`config.mk`:
```
export PLATFORM = sky130hd
export DESIGN_NAME = fetch_stage
export DESIGN_NICKNAME = d
export VERILOG_FILES = /design/src/rtl/cpu_pkg.sv /design/src/rtl/if_id_reg.sv /design/src/rtl/fetch_stage.sv
export SDC_FILE = /design/constraint.sdc
export NUM_CORES = 1
export LEC_CHECK = 0
export CORE_MARGIN = 2
export CORE_UTILIZATION = 43
export CTS_CLUSTER_DIAMETER = 100
export CTS_CLUSTER_SIZE = 14
export DETAILED_ROUTE_END_ITERATION = 7
export MAX_ROUTING_LAYER = met4
export PLACE_DENSITY_LB_ADDON = 0.08
export REMOVE_ABC_BUFFERS = 1
export SYNTH_ARGS = -nofsm -noshare
export SYNTH_HDL_FRONTEND = slang
export SYNTH_SLANG_ARGS = --single-unit
```
`constraint.sdc`:
```
create_clock -name clk -period 2.5 [get_ports clk]
set_input_delay 0.375 -clock clk [delete_from_list [all_inputs] [get_ports clk]]
set_output_delay 0.375 -clock clk [all_outputs]
set_load 0.005 [all_outputs]
```
`src/rtl/cpu_pkg.sv`:
```
// Shared definitions for the pipelined MIPS core: constant encodings,
// reset defaults and the fetch-stage state type.
package cpu_pkg;

    localparam logic [31:0] NOP_INSTR         = 32'h0000_0000;
    localparam logic [31:0] HALT_WORD_DEFAULT = 32'hFFFF_FFFF;
    localparam logic [31:0] RESET_PC_DEFAULT  = 32'h0000_0000;

    typedef enum logic [1:0] {
        FETCH     = 2'd0,
        HALT_WAIT = 2'd1,
        HALTED    = 2'd2
    } fetch_state_e;

    // Branch targets are byte addresses; instructions are always word aligned.
    function automatic logic [31:0] align_word(input logic [31:0] addr);
        return addr & 32'hFFFF_FFFC;
    endfunction

endpackage

```
`src/rtl/if_id_reg.sv`:
```
// IF/ID pipeline register. Flush (turn into a NOP bubble) wins over hold,
// hold wins over a normal load.
module if_id_reg
    import cpu_pkg::*;
(
    input  logic        clk,
    input  logic        rst_n,
    input  logic        hold_i,
    input  logic        flush_i,
    input  logic [31:0] instr_i,
    input  logic [31:0] pc4_i,
    input  logic        valid_i,
    output logic [31:0] instr_o,
    output logic [31:0] pc4_o,
    output logic        valid_o
);

    logic [31:0] instr_q, instr_d;
    logic [31:0] pc4_q, pc4_d;
    logic        valid_q, valid_d;

    always_comb begin
        instr_d = instr_q;
        pc4_d   = pc4_q;
        valid_d = valid_q;
        if (flush_i) begin
            instr_d = NOP_INSTR;
            pc4_d   = 32'h0000_0000;
            valid_d = 1'b0;
        end else if (!hold_i) begin
            instr_d = instr_i;
            pc4_d   = pc4_i;
            valid_d = valid_i;
        end
    end

    always_ff @(posedge clk or negedge rst_n) begin
        if (!rst_n) begin
            instr_q <= NOP_INSTR;
            pc4_q   <= 32'h0000_0000;
            valid_q <= 1'b0;
        end else begin
            instr_q <= instr_d;
            pc4_q   <= pc4_d;
            valid_q <= valid_d;
        end
    end

    assign instr_o = instr_q;
    assign pc4_o   = pc4_q;
    assign valid_o = valid_q;

endmodule

```
`src/rtl/fetch_stage.sv`:
```
// IF stage of the pipelined MIPS core: PC register, redirect/stall handling,
// halt-word detection with a drain counter, and the IF/ID register.
module fetch_stage
    import cpu_pkg::*;
#(
    parameter logic [31:0] RESET_PC     = RESET_PC_DEFAULT,
    parameter int unsigned DRAIN_CYCLES = 4,
    parameter logic [31:0] HALT_WORD    = HALT_WORD_DEFAULT
) (
    input  logic        clk,
    input  logic        rst_n,
    input  logic        stall,
    input  logic        redirect,
    input  logic [31:0] redirect_pc,
    output logic [29:0] imem_addr,
    input  logic [31:0] imem_rdata,
    output logic [31:0] pc,
    output logic [31:0] if_id_instr,
    output logic [31:0] if_id_pc4,
    output logic        if_id_valid,
    output logic        halted
);

    localparam int unsigned      CNT_W      = $clog2(DRAIN_CYCLES + 1);
    localparam logic [CNT_W-1:0] DRAIN_DONE = CNT_W'(DRAIN_CYCLES);

    fetch_state_e     state_q, state_d;
    logic [31:0]      pc_q, pc_d;
    logic [31:0]      pc_plus4;
    logic [CNT_W-1:0] cnt_q, cnt_d;
    logic             ifid_hold;
    logic             ifid_flush;

    assign pc_plus4 = pc_q + 32'd4;

    always_ff @(posedge clk or negedge rst_n) begin
        if (!rst_n) begin
            state_q <= FETCH;
            pc_q    <= RESET_PC;
            cnt_q   <= '0;
        end else begin
            state_q <= state_d;
            pc_q    <= pc_d;
            cnt_q   <= cnt_d;
        end
    end

    // A halt word is latched like any instruction; the stage then freezes the
    // PC and feeds bubbles until the older instructions have drained.
    always_comb begin
        state_d    = state_q;
        pc_d       = pc_q;
        cnt_d      = cnt_q;
        ifid_hold  = 1'b0;
        ifid_flush = 1'b0;
        case (state_q)
            FETCH: begin
                if (redirect) begin
                    pc_d       = align_word(redirect_pc);
                    ifid_flush = 1'b1;
                end else if (stall) begin
                    ifid_hold = 1'b1;
                end else if (imem_rdata == HALT_WORD) begin
                    state_d = HALT_WAIT;
                    cnt_d   = '0;
                end else begin
                    pc_d = pc_plus4;
                end
            end
            HALT_WAIT: begin
                if (redirect) begin
                    pc_d       = align_word(redirect_pc);
                    ifid_flush = 1'b1;
                    state_d    = FETCH;
                    cnt_d      = '0;
                end else if (stall) begin
                    ifid_hold = 1'b1;
                end else if (cnt_q == DRAIN_DONE) begin
                    ifid_flush = 1'b1;
                    state_d    = HALTED;
                end else begin
                    ifid_flush = 1'b1;
                    cnt_d      = cnt_q + CNT_W'(1);
                end
            end
            HALTED: begin
                ifid_hold = 1'b1;
            end
            default: begin
                state_d    = FETCH;
                ifid_flush = 1'b1;
                cnt_d      = '0;
            end
        endcase
    end

    if_id_reg u_if_id_reg (
        .clk     (clk),
        .rst_n   (rst_n),
        .hold_i  (ifid_hold),
        .flush_i (ifid_flush),
        .instr_i (imem_rdata),
        .pc4_i   (pc_plus4),
        .valid_i (1'b1),
        .instr_o (if_id_instr),
        .pc4_o   (if_id_pc4),
        .valid_o (if_id_valid)
    );

    assign imem_addr = pc_q[31:2];
    assign pc        = pc_q;
    assign halted    = (state_q == HALTED);

endmodule

```
; Word level (Yosys, flattened, before mapping)
; Cells that the tools add are included.
[totals]
ff_bits = 102
elab_cells = 61
[op_classes]
addsub = 2
eq_ne = 14
muxes = 32
bitwise_logic = 1
reduce_logical = 6
[op_table]
columns = operator, count
row1 = two-way mux 32 bit, 8
row2 = case mux 32 bit (2 select lines), 1
row3 = "adder 32 x 3 -> 32 bit, second input constant", 1
row4 = "== test 32 bit, second input constant", 1
row5 = two-way mux 3 bit, 6
row6 = "inequality test 3 bit, second input constant", 5
row7 = two-way mux 2 bit, 6
row8 = AND reduction 6 bit, 2
row9 = "inequality test 2 bit, second input constant", 5
row10 = case mux 3 bit (3 select lines), 1
row11 = two-way mux 1 bit, 7
row12 = case mux 2 bit (3 select lines), 1
row13 = AND reduction 4 bit, 1
row14 = "adder 3 x 1 -> 3 bit, second input constant", 1
row15 = "== test 3 bit, second input constant", 1
row16 = case mux 1 bit (3 select lines), 1
row17 = "== test 2 x 1 -> 1 bit, second input constant", 1
row18 = "== test 2 bit, second input constant", 1
row19 = zero test 2 bit, 1
row20 = case mux 1 bit (2 select lines), 1
row21 = nonzero test 2 bit, 1
row22 = OR reduction 2 bit, 1
row23 = NOT 1 bit, 1

; Logic depth before layout (Yosys ltp)
[logic_depth]
word_depth = 5
ltp_mapped = 8
ltp_nobuf = 7

; Cells and area by module
; Synthesis repeated with hierarchy kept, for this count alone.
[unflattened]
cells_unflattened = 547
hier_area_um2 = 5411.4
[modules_own_cells]
columns = mod, instances, cells_each, area_per_inst_um2
row1 = fetch_stage, 1, 338, 2743.9
row2 = if_id_reg, 1, 209, 2667.6

; Worst setup path after synthesis
; No wires, ideal clock.
[synth_path]
path_kind = reg-to-reg
from = register pc_q[2], in the netlist pc[2]
to = register pc_q[22], in the netlist pc[22]
setup_ps = 121
arrival_time_ps = 1837
slack_ps = 542
path_stages_with_launch = 7
synth_period_minus_slack_ps = 1958
cell_sequence = dfrtp_1 -> ha_1 -> nand2_1 -> nor3_2 -> nor3b_1 -> a31oi_1 -> o22a_1
[synth_via]
elab_chain_len = 5
[synth_rtl]
columns = item, line_no
row1 = start: declaration, fetch_stage.sv:28  ; logic [31:0] pc_q, pc_d;
row2 = start signal: assignment, fetch_stage.sv:43  ; pc_q <= pc_d;
row3 = adder 32 x 3 -> 32 bit, fetch_stage.sv:34  ; assign pc_plus4 = pc_q + 32'd4;
row4 = two-way mux 32 bit, fetch_stage.sv:63  ; end else if (imem_rdata == HALT_WORD) begin
row5 = two-way mux 32 bit, fetch_stage.sv:61  ; end else if (stall) begin
row6 = two-way mux 32 bit, fetch_stage.sv:58  ; if (redirect) begin
row7 = case mux 32 bit (2 select lines), fetch_stage.sv:56  ; case (state_q)
; No other way between the ends. The select of a mux whose other input is x is not followed.
; A chain may end at the register's enable or synchronous reset.

; Worst setup path after layout
[layout_path]
from = register pc_q[18], in the netlist pc[18]
to = register pc_q[31], in the netlist pc[31]
; Same word-level chain as after synthesis.

==> impl_metrics.yaml <==
run_status:
  run_status: "finished, final reports clean"
clocking:
  h-tree-depth: 3
  post_cts_buffers: 0
  cts-root-buf: "clkbuf_16"
  hold_buffers: 0
  clock-sinks: 98
  clk_pin_slew_ns: 0.07
  cts_tree: "done"
  clock_latency_ns: 0.34
  cts_buffers: 9
  post_cts_resized: 0
  clock_path_buffers: 2
global_routing:
  antenna_found_initial: 0
  grt.total_usage: 0.242
  grt_pass1_wl_mm: 24.5
  grt_pass1_vias: 4777
  grt_overflow_total: 0
  grt_max_degree: 99
drt:
  drtAntennaViolNets: 0
  routed-via-count: 4774
  first_pass_iters: 4
  avgViaCountPerCell: 5.60
  wirelength_mm: 15.1
  drt_iter0_drc: 341
  wl_per_cell_um: 17.7
  drc: 0
critical_path:
  cp_slowest_cell: "dfrtp_1"
  path_buf_inv: 1
  required_ns: 2.72
  critPathArrivalTime_ns: 2.41
  crit_chain: "nand4_2, nor4_1, buf_4, nand4_1, and3_1, or3_1"
  end_kind: "flip-flop"
  crit_family: "simple AND/OR/NAND/NOR gates"
  critPathKind: "reg -> reg"
  max_stage_delay_ns: 0.51
  start_kind: "flip-flop"
  crit_fanout: 9
synth:
  synth_area_mm2: 0.00519
  async_flop_share: 1.00
  netlist.area_leader.share: 0.472
  synth_enable_flop_cells: 0
  synth_top_cell_by_area: "dfrtp_1"
  yosys_warnings: 0
  synth.area.top_cells: "dfrtp_1 47%, a22o_1 5.9%, buf_4 5.3%"
  yosys.cell_types.count: 56
  synth-main-ff-cell: "dfrtp_1"
  synth_area_per_cell_um2: 9.66
  ys_seq_area_frac: 0.472
  ys_ff_latch: 98
  synthCells: 538
finish:
  layout_commonest_cell: "clkdlybuf4s50_1"
  fillers: 1049
  area_growth_syn_to_layout_pct: 44.4
  final_cells: 853
  mostFrequentLayoutCells: "188 x clkdlybuf4s50_1, 98 x dfrtp_1, 65 x nand2_1, 41 x o21ai_0, 35 x a22o_1"
  layout-drive-gt1-share: 0.0977
  design_area_mm2: 0.00750
  nets: 772
  diodes: 0
die:
  core_mm2: 0.0119
  fp.dieW_um: 114
  rows: 40
  dieHeight_um: 114
  start_util: 0.436
  io_pins: 196
  die-area_mm2: 0.0130
worst_hold_path:
  hold_class: "in -> async"
timing:
  max_slew_margin: 0.631
  finalSetupViolations: 0
  rsz0062_at_grt: "false"
  timing.final.crit_share: 0.876
  worst_pin_slew_ns: 0.554
  hold_viol: 0
  max_freq_mhz: 457
  finClkSkew_ns: 0.00639
  drv_slew: 0
  finalCriticalPeriod_ns: 2.19
power:
  power_density_mw_per_mm2: 590
  ir_drop_mv: 0.406
  p_leak_uw: 0.00311
placed_design:
  place_area_mm2: 0.00718
  port-buffer-count: 189
  gp_congestion: 0.846
  dp_cells: 837
  dp_hpwl_mm: 10.6
run:
  maxCapViolations: 0
## flip-flops by register name, summed over array words and instances, names as in the netlist
register,flops
u_if_id_reg.instr_o,32
pc,30
u_if_id_reg.pc4_o,30
cnt_q,3
state_q,2
u_if_id_reg.valid_o,1
## cells by family (layout without fill, tap and decap cells)
group                    count (synthesis)  after routing  synth area share
AND/OR/NAND/NOR                        171            171             0.169
AO/OA/AOI/OAI                          156            156             0.213
flip-flops                              98             98             0.472
buffers and inverters                   81            246            0.0903
XOR/XNOR                                28             28            0.0472
adder cells (fa/ha/maj)                  3              3           0.00723
other                                    1              4          0.000722
## where the power goes
group          switching (uW)  internal (uW)  leakage (uW)
Combinational             407            632       0.00173
Clock                     610            881      0.000153
Sequential                175           1720       0.00122
Total                    1190           3230       0.00311
## per-layer routing
metal  part of all wire  global-route usage  up-vias  routed length (um)
li1                   -                   -     2252                   -
met1               0.45               0.326     2321                6820
met2               0.46               0.382      182                6990
met3              0.067              0.0367       19                1020
met4              0.015              0.0707        0                 224
met5                  0                   -        -                   0
## area by class of cell
cell class	instances	area, um^2	share of cell area
multi-input combinational	362	2300	0.307
inverter	8	30.0	0.00400
timing repair buffer	222	2210	0.295
tap	147	184	0.0245
clock inverter	6	90.1	0.0120
sequential	98	2450	0.327
clock buffer	10	229	0.0305
## metrics by stage
stage	setup TNS (ns)	worst slack, ns	utilization	hold slack [ns]	power (uW)
after global placement	-0.0558	-0.0207	0.603	0.462	2950
after global routing	0	0.173	0.630	0.122	4640
after detailed placement	-0.303	-0.0490	0.603	0.474	2970
final	0	0.311	0.630	0.0650	4430
after floorplan	-19.16	-0.392	-	0.0794	2250
after CTS	0	0.261	0.630	0.114	4480
## cell usage after synthesis (all sizes together), types with 12 or more instances
| cell type | n |
|---|---|
| clkbuf | 24 |
| xor2 | 12 |
| buf | 49 |
| nand2 | 65 |
| a22o | 35 |
| nor2 | 26 |
| o21ai | 42 |
| nand4 | 25 |
| dfrtp | 98 |
| xnor2 | 16 |
## final timing paths
path	start	endpoint	slack, ns	cells after the start
setup / recovery	pc[18]	pc[31]	0.31	6
hold / removal	rst_n	u_if_id_reg.pc4_o[22]	0.07	2
setup reg to reg	pc[18]	pc[31]	0.31	6
hold reg to reg	u_if_id_reg.pc4_o[25]	u_if_id_reg.pc4_o[25]	0.49	2
max in group asynchronous	rst_n	u_if_id_reg.pc4_o[5]	1.98	2
min in group clk	u_if_id_reg.pc4_o[25]	u_if_id_reg.pc4_o[25]	0.49	2
## worst register-to-register path: stages, from the launching register on
cell	delay, ns
dfrtp_1	0.51
nand4_2	0.22
nor4_1	0.42
buf_4	0.19
nand4_1	0.16
and3_1	0.24
or3_1	0.33
(Power assumes the default switching activity.)
